`src/rtl/i2c_apb_rd_pipe_if.sv`:
```
// APB slave-side bundle for the I2C read pipe: request fields in, registered response out.
interface i2c_apb_rd_pipe_if #(
    parameter int AW = 12
);
    logic          psel;
    logic          penable;
    logic          pwrite;
    logic [AW-1:0] paddr;
    logic [31:0]   prdata;
    logic          pready;
    logic          pslverr;

    modport master (
        output psel, penable, pwrite, paddr,
        input  prdata, pready, pslverr
    );

    modport slave (
        input  psel, penable, pwrite, paddr,
        output prdata, pready, pslverr
    );
endinterface

```
`src/rtl/i2c_apb_rd_pipe.sv`:
```
// Registered multi-channel APB read mux for the I2C banks: pready 2+RD_WS cycles after setup, prdata from a flop.
// Optional RX FIFO pop strobe on RXDATA reads is enabled by defining I2C_APB_RXPOP_EN.
module i2c_apb_rd_pipe #(
    parameter int NCH   = 2,
    parameter int AW    = 12,
    parameter int RD_WS = 0
) (
    input  logic              pclk,
    input  logic              preset,
    i2c_apb_rd_pipe_if.slave  apb,
    input  logic [8*NCH-1:0]  rx_data,
    input  logic [10*NCH-1:0] status,
    input  logic [32*NCH-1:0] control,
    input  logic [6*NCH-1:0]  clkdivhi,
    input  logic [6*NCH-1:0]  clkdivlo,
    input  logic [31:0]       id,
    output logic [NCH-1:0]    rx_pop
);
    localparam int             CW    = (NCH > 1) ? $clog2(NCH) : 1;
    localparam logic [1:0]     WS    = 2'(RD_WS);
    localparam logic [CW:0]    NCH_L = (CW+1)'(NCH);

    localparam logic [1:0] S_IDLE  = 2'd0;
    localparam logic [1:0] S_SETUP = 2'd1;
    localparam logic [1:0] S_WAIT  = 2'd2;
    localparam logic [1:0] S_DONE  = 2'd3;

    logic [1:0]    r_state;
    logic [1:0]    r_cnt;
    logic [31:0]   r_prdata;
    logic          r_pready;
    logic          r_pslverr;

    logic [CW-1:0] w_ch;
    logic [7:0]    w_off;
    logic          w_oor;
    logic          w_start;
    logic          w_wait_last;
    logic          w_to_done;
    logic [7:0]    w_rx;
    logic [9:0]    w_st;
    logic [31:0]   w_ctl;
    logic [5:0]    w_hi;
    logic [5:0]    w_lo;
    logic [31:0]   w_rd_val;

    assign w_ch        = apb.paddr[8+CW-1:8];
    assign w_off       = apb.paddr[7:0];
    assign w_oor       = {1'b0, w_ch} >= NCH_L;
    assign w_start     = apb.psel && !apb.penable;
    assign w_wait_last = (r_cnt == WS - 2'd1);
    // Capture happens on the edge that enters DONE, so inputs are sampled as late as possible.
    assign w_to_done   = apb.psel &&
                         (((r_state == S_SETUP) && (WS == 2'd0)) ||
                          ((r_state == S_WAIT) && w_wait_last));

    generate
        if (AW > 8 + CW) begin : g_hi_addr
            logic w_unused_hi;
            assign w_unused_hi = ^apb.paddr[AW-1:8+CW];
        end
    endgenerate

    always_comb begin
        w_rx  = '0;
        w_st  = '0;
        w_ctl = '0;
        w_hi  = '0;
        w_lo  = '0;
        for (int n = 0; n < NCH; n++) begin
            if (w_ch == CW'(n)) begin
                w_rx  = rx_data[8*n +: 8];
                w_st  = status[10*n +: 10];
                w_ctl = control[32*n +: 32];
                w_hi  = clkdivhi[6*n +: 6];
                w_lo  = clkdivlo[6*n +: 6];
            end
        end
    end

    always_comb begin
        w_rd_val = '0;
        case (w_off)
            8'h00:   w_rd_val = {24'h0, w_rx};
            8'h04:   w_rd_val = {22'h0, w_st};
            8'h08:   w_rd_val = w_ctl;
            8'h0C:   w_rd_val = {26'h0, w_hi};
            8'h10:   w_rd_val = {26'h0, w_lo};
            8'h14:   w_rd_val = id;
            default: w_rd_val = '0;
        endcase
    end

    always_ff @(posedge pclk) begin
        if (preset) begin
            r_state   <= S_IDLE;
            r_cnt     <= '0;
            r_prdata  <= '0;
            r_pready  <= 1'b0;
            r_pslverr <= 1'b0;
        end else begin
            r_pready  <= 1'b0;
            r_pslverr <= 1'b0;
            case (r_state)
                S_IDLE: begin
                    r_cnt <= '0;
                    if (w_start) r_state <= S_SETUP;
                end
                S_SETUP: begin
                    r_cnt <= '0;
                    if (!apb.psel)          r_state <= S_IDLE;
                    else if (WS == 2'd0)    r_state <= S_DONE;
                    else                    r_state <= S_WAIT;
                end
                S_WAIT: begin
                    if (!apb.psel) begin
                        r_state <= S_IDLE;
                        r_cnt   <= '0;
                    end else if (w_wait_last) begin
                        r_state <= S_DONE;
                        r_cnt   <= '0;
                    end else begin
                        r_cnt <= (r_cnt == WS) ? r_cnt : r_cnt + 2'd1;
                    end
                end
                default: begin
                    r_cnt   <= '0;
                    r_state <= w_start ? S_SETUP : S_IDLE;
                end
            endcase
            if (w_to_done) begin
                r_pready  <= 1'b1;
                r_pslverr <= w_oor;
                r_prdata  <= (apb.pwrite || w_oor) ? 32'h0 : w_rd_val;
            end
        end
    end

    assign apb.prdata  = r_prdata;
    assign apb.pready  = r_pready;
    assign apb.pslverr = r_pslverr;

`ifdef I2C_APB_RXPOP_EN
    logic [NCH-1:0] r_rx_pop;

    always_ff @(posedge pclk) begin
        if (preset) begin
            r_rx_pop <= '0;
        end else begin
            for (int n = 0; n < NCH; n++) begin
                r_rx_pop[n] <= w_to_done && !apb.pwrite && !w_oor &&
                               (w_off == 8'h00) && (w_ch == CW'(n));
            end
        end
    end

    assign rx_pop = r_rx_pop;
`else
    assign rx_pop = '0;
`endif
endmodule

```
`src/flat_wrapper.sv`:
```
// flat-port wrapper written by rule: the top's interface ports become plain ports
module i2c_apb_rd_pipe_flat 
#(
    parameter int NCH   = 2,
    parameter int AW    = 12,
    parameter int RD_WS = 0
)
  (pclk, preset, rx_data, status, control, clkdivhi, clkdivlo, id, rx_pop, apb_psel, apb_penable, apb_pwrite, apb_paddr, apb_prdata, apb_pready, apb_pslverr);
  i2c_apb_rd_pipe_if #(.AW(AW)) apb_i ();
  input  logic pclk;
  input  logic preset;
  input  logic [8*NCH-1:0] rx_data;
  input  logic [10*NCH-1:0] status;
  input  logic [32*NCH-1:0] control;
  input  logic [6*NCH-1:0] clkdivhi;
  input  logic [6*NCH-1:0] clkdivlo;
  input  logic [31:0] id;
  output logic [NCH-1:0] rx_pop;
  input wire logic [$bits(apb_i.psel)-1:0] apb_psel;
  input wire logic [$bits(apb_i.penable)-1:0] apb_penable;
  input wire logic [$bits(apb_i.pwrite)-1:0] apb_pwrite;
  input wire logic [$bits(apb_i.paddr)-1:0] apb_paddr;
  output wire logic [$bits(apb_i.prdata)-1:0] apb_prdata;
  output wire logic [$bits(apb_i.pready)-1:0] apb_pready;
  output wire logic [$bits(apb_i.pslverr)-1:0] apb_pslverr;
  assign apb_i.psel = apb_psel;
  assign apb_i.penable = apb_penable;
  assign apb_i.pwrite = apb_pwrite;
  assign apb_i.paddr = apb_paddr;
  assign apb_prdata = apb_i.prdata;
  assign apb_pready = apb_i.pready;
  assign apb_pslverr = apb_i.pslverr;
  i2c_apb_rd_pipe #(.NCH(NCH), .AW(AW), .RD_WS(RD_WS)) u_core (.pclk(pclk), .preset(preset), .apb(apb_i), .rx_data(rx_data), .status(status), .control(control), .clkdivhi(clkdivhi), .clkdivlo(clkdivlo), .id(id), .rx_pop(rx_pop));
endmodule
```
`config.mk`:
```
export PLATFORM = sky130hd
export DESIGN_NAME = i2c_apb_rd_pipe_flat
export DESIGN_NICKNAME = d
export VERILOG_FILES = /design/src/rtl/i2c_apb_rd_pipe_if.sv /design/src/rtl/i2c_apb_rd_pipe.sv /design/src/flat_wrapper.sv
export SDC_FILE = /design/constraint.sdc
export NUM_CORES = 1
export LEC_CHECK = 0
export ABC_AREA = 0
export CAP_MARGIN = 20
export CORE_AREA = 2 2 96 98
export CTS_CLUSTER_DIAMETER = 30
export DETAILED_ROUTE_END_ITERATION = 16
export DIE_AREA = 0 0 98 100
export MAX_ROUTING_LAYER = met4
export PLACE_DENSITY = 0.78
export SLEW_MARGIN = 15
export SYNTH_ARGS = -nofsm -noshare
export SYNTH_HDL_FRONTEND = slang
export SYNTH_SLANG_ARGS = --single-unit
```
`constraint.sdc`:
```
create_clock -name pclk -period 1.7 [get_ports pclk]
set_input_delay 0.255 -clock pclk [delete_from_list [all_inputs] [get_ports pclk]]
set_output_delay 0.255 -clock pclk [all_outputs]
set_load 0.05 [all_outputs]
```
==> impl_metrics.yaml <==
hold_path:
  hp-class: "reg2reg"
  whs_path_depth: 1
final_layout:
  diodes: 0
  syn_to_final_growth_pct: 95.5
  drive_gt1_share_pct: 24.7
  nets: 652
  layout.cells.non_filler: 585
  fin_area_mm2: 0.00522
  utilization_pct: 58.7
  nFillCells: 740
pwr:
  power_mw: 2.72
  leakagePower_nw: 2.08
  peakVddDrop_v: 0.000287
  powerDensity_mw_per_mm2: 521
global_routing:
  antenna_found_initial: 0
  grt_pass1_vias: 3060
  grt_pass1_wl_um: 14800
  grt_overflow: 0
  grt_max_degree: 27
  grtUsageTotal_pct: 19.1
yosys:
  ys_ff_latch: 37
  synth_top_area_cell: "dfxtp_1"
  synthCells: 247
  yosysSeqAreaShare_pct: 27.7
  synth_warnings: 0
  synth_common_cells: "37 x dfxtp_1, 33 x mux2i_1, 26 x a22o_1"
  synth_top_area_share_pct: 27.7
  async_reset_ff_share_pct: 0
  synth-edff-count: 0
  syn_avg_cell_area_um2: 10.8
  synth_area_leaders: "dfxtp_1 28%, mux2i_1 12%, mux4_2 11%, a22o_1 8.5%, o2bb2ai_1 7.2%"
  yosysUniqueCellTypes: 40
  yosysMostFrequentCell: "dfxtp_1"
  synth_flop_cell: "dfxtp_1"
  netlist_area_mm2: 0.00267
detailed_routing:
  wl_um: 9610
  dr.pass1.iters: 4
  antenna_left: 0
  vias: 2941
  wire_per_inst_um: 16.4
  vias_per_cell: 5.03
  drcViolationCount: 0
  drtIter0Drc: 39
timing:
  slew_violations: 0
  slew-limit-headroom_pct: 58.6
  fmax_ghz: 0.566
  worstMarginPinSlew_ps: 620
  period_share_pct: 104
  setup-violations-final: 28
  whs_ps: 485
  fin_worst_skew_ps: 5.24
  rsz0062_at_grt: "true"
  worst_slack_ps: -67.5
  fin_crit_ps: 1770
  hold_viol: 0
clocking:
  clk_latency_ps: 280
  clk_pin_slew_ps: 70
  cts-htree-levels: 2
  root_buffer: "clkbuf_8"
  cts_buffers: 5
  clockBufferDepth: 2
  cts.sinks: 37
  cts_tree: "built"
setup_path:
  slowest_delay_ps: 370
  critical_path_arrival_ps: 1990
  crit_required_ps: 1930
  cp-end-kind: "flop"
  worstSetupPathType: "reg2reg"
  path_max_fanout: 5
  r2r.worst_path.cells: 9
  path_cells: "inv_4 > ha_4 > a21oi_4 > nor4b_4 > buf_4 > a21boi_4 > buf_12 > clkbuf_16 > a22o_1"
  cp-start-kind: "flop"
  crit_slowest_cell: "dfxtp_4"
die:
  dieArea_mm2: 0.00980
  io_pins: 209
  row_count: 35
  die_x_um: 98
  core_area_mm2: 0.00889
  dieHeight_um: 100
  start_util_pct: 30.0
placement:
  portBuffers: 202
  place_area_mm2: 0.00490
  placed_cells: 571
  finalWeightedCongestion: 0.809
  dp_hpwl_um: 7800
outcome:
  violations: "negative setup slack"
  status: "finished with violations"
job:
  max-cap-violations: 0
path summary, 6_finish.rpt:
path                               from                    end  slack [ps]
setup reg to reg      u_core.r_state[0]  u_core.apb.prdata[13]         -70
hold reg to reg   u_core.apb.prdata[31]  u_core.apb.prdata[31]         480
hold / removal    u_core.apb.prdata[31]  u_core.apb.prdata[31]         480
setup / recovery      u_core.r_state[0]  u_core.apb.prdata[13]         -70
report_power, final:
| group | switching [mW] | internal, mW |
|---|---|---|
| logic | 0.394 | 0.629 |
| registers | 0.0255 | 0.899 |
| clock network | 0.293 | 0.478 |
| total | 0.713 | 2.01 |
what timing repair did:
action / CTS / global route
hold buffers: 0 / 0
cloned: 2 / 2
pin swaps: 10 / 19
resized for setup: 20 / 3
setup buffers: 2 / 3
endpoints found under the setup margin: 32 / 27
cell usage in the layout (no fill, tap or decap), types with 2 or more instances in the layout:
master	n
a22o_1	26
a22oi_1	4
a32oi_1	2
buf_12	9
buf_4	57
clkbuf_8	6
clkdlybuf4s50_1	168
clkinv_1	2
conb_1	3
dfxtp_1	35
dfxtp_4	2
ha_1	3
ha_4	3
inv_1	7
mux2_1	3
mux2_2	8
mux2i_1	33
mux4_2	13
nand2_1	3
nand2b_1	2
nand3_1	6
nor2_1	5
nor2b_1	4
nor4b_4	2
o21ai_1	10
o221a_1	6
o22ai_1	5
o2bb2ai_1	22
cell families after synthesis:
kind of cell             after synthesis  share of synthesized area, %
AO/OA/AOI/OAI                         82                          24.8
multiplexers                          57                          28.0
flip-flops                            37                          27.7
buffers and inverters                 33                          7.87
AND/OR/NAND/NOR                       30                          8.29
adder cells (fa/ha/maj)                6                          2.81
other                                  1                         0.140
XOR/XNOR                               1                         0.328
layout make-up:
cell class / count / area (um^2) / area share (%)
Clock buffer: 7 / 86.3 / 1.65
Sequential cell: 37 / 748 / 14.3
Timing Repair Buffer: 238 / 2360 / 45.2
Clock inverter: 1 / 30.0 / 0.575
Inverter: 11 / 43.8 / 0.839
Tap cell: 111 / 139 / 2.66
Multi-Input combinational cell: 180 / 1810 / 34.8
metrics by stage:
stage,setup TNS (ps),worst slack [ps]
2_1_floorplan,0,40.3
3_3_place_gp,-8560,-297
3_5_place_dp,-11070,-402
4_1_cts,-1420,-118
5_1_grt,-3630,-147
6_report,-1210,-67.5
state kept, by name (all words and copies together) (netlist names):
name,flops
u_core.r_state,2
u_core.apb.prdata,32
u_core.apb.pready,1
u_core.r_cnt,2
worst max-delay path, delay by kind of cell, from the launching register on:
| family | cells | cell delay (ps) |
|---|---|---|
| DFF | 1 | 370 |
| and+or+nand+nor | 1 | 310 |
| AOI/OAI and AO/OA | 3 | 400 |
| buffers and inverters | 4 | 490 |
| adders and majority gates | 1 | 140 |
per-layer routing:
metal,global-route usage (%),wire length (um),vias to the layer above
li1,-,-,1424
met1,19.8,3590,1372
met2,36.3,5170,130
met3,3.83,668,15
met4,5.66,187,0
met5,-,0,-
Power figures use the tool's default switching activity.
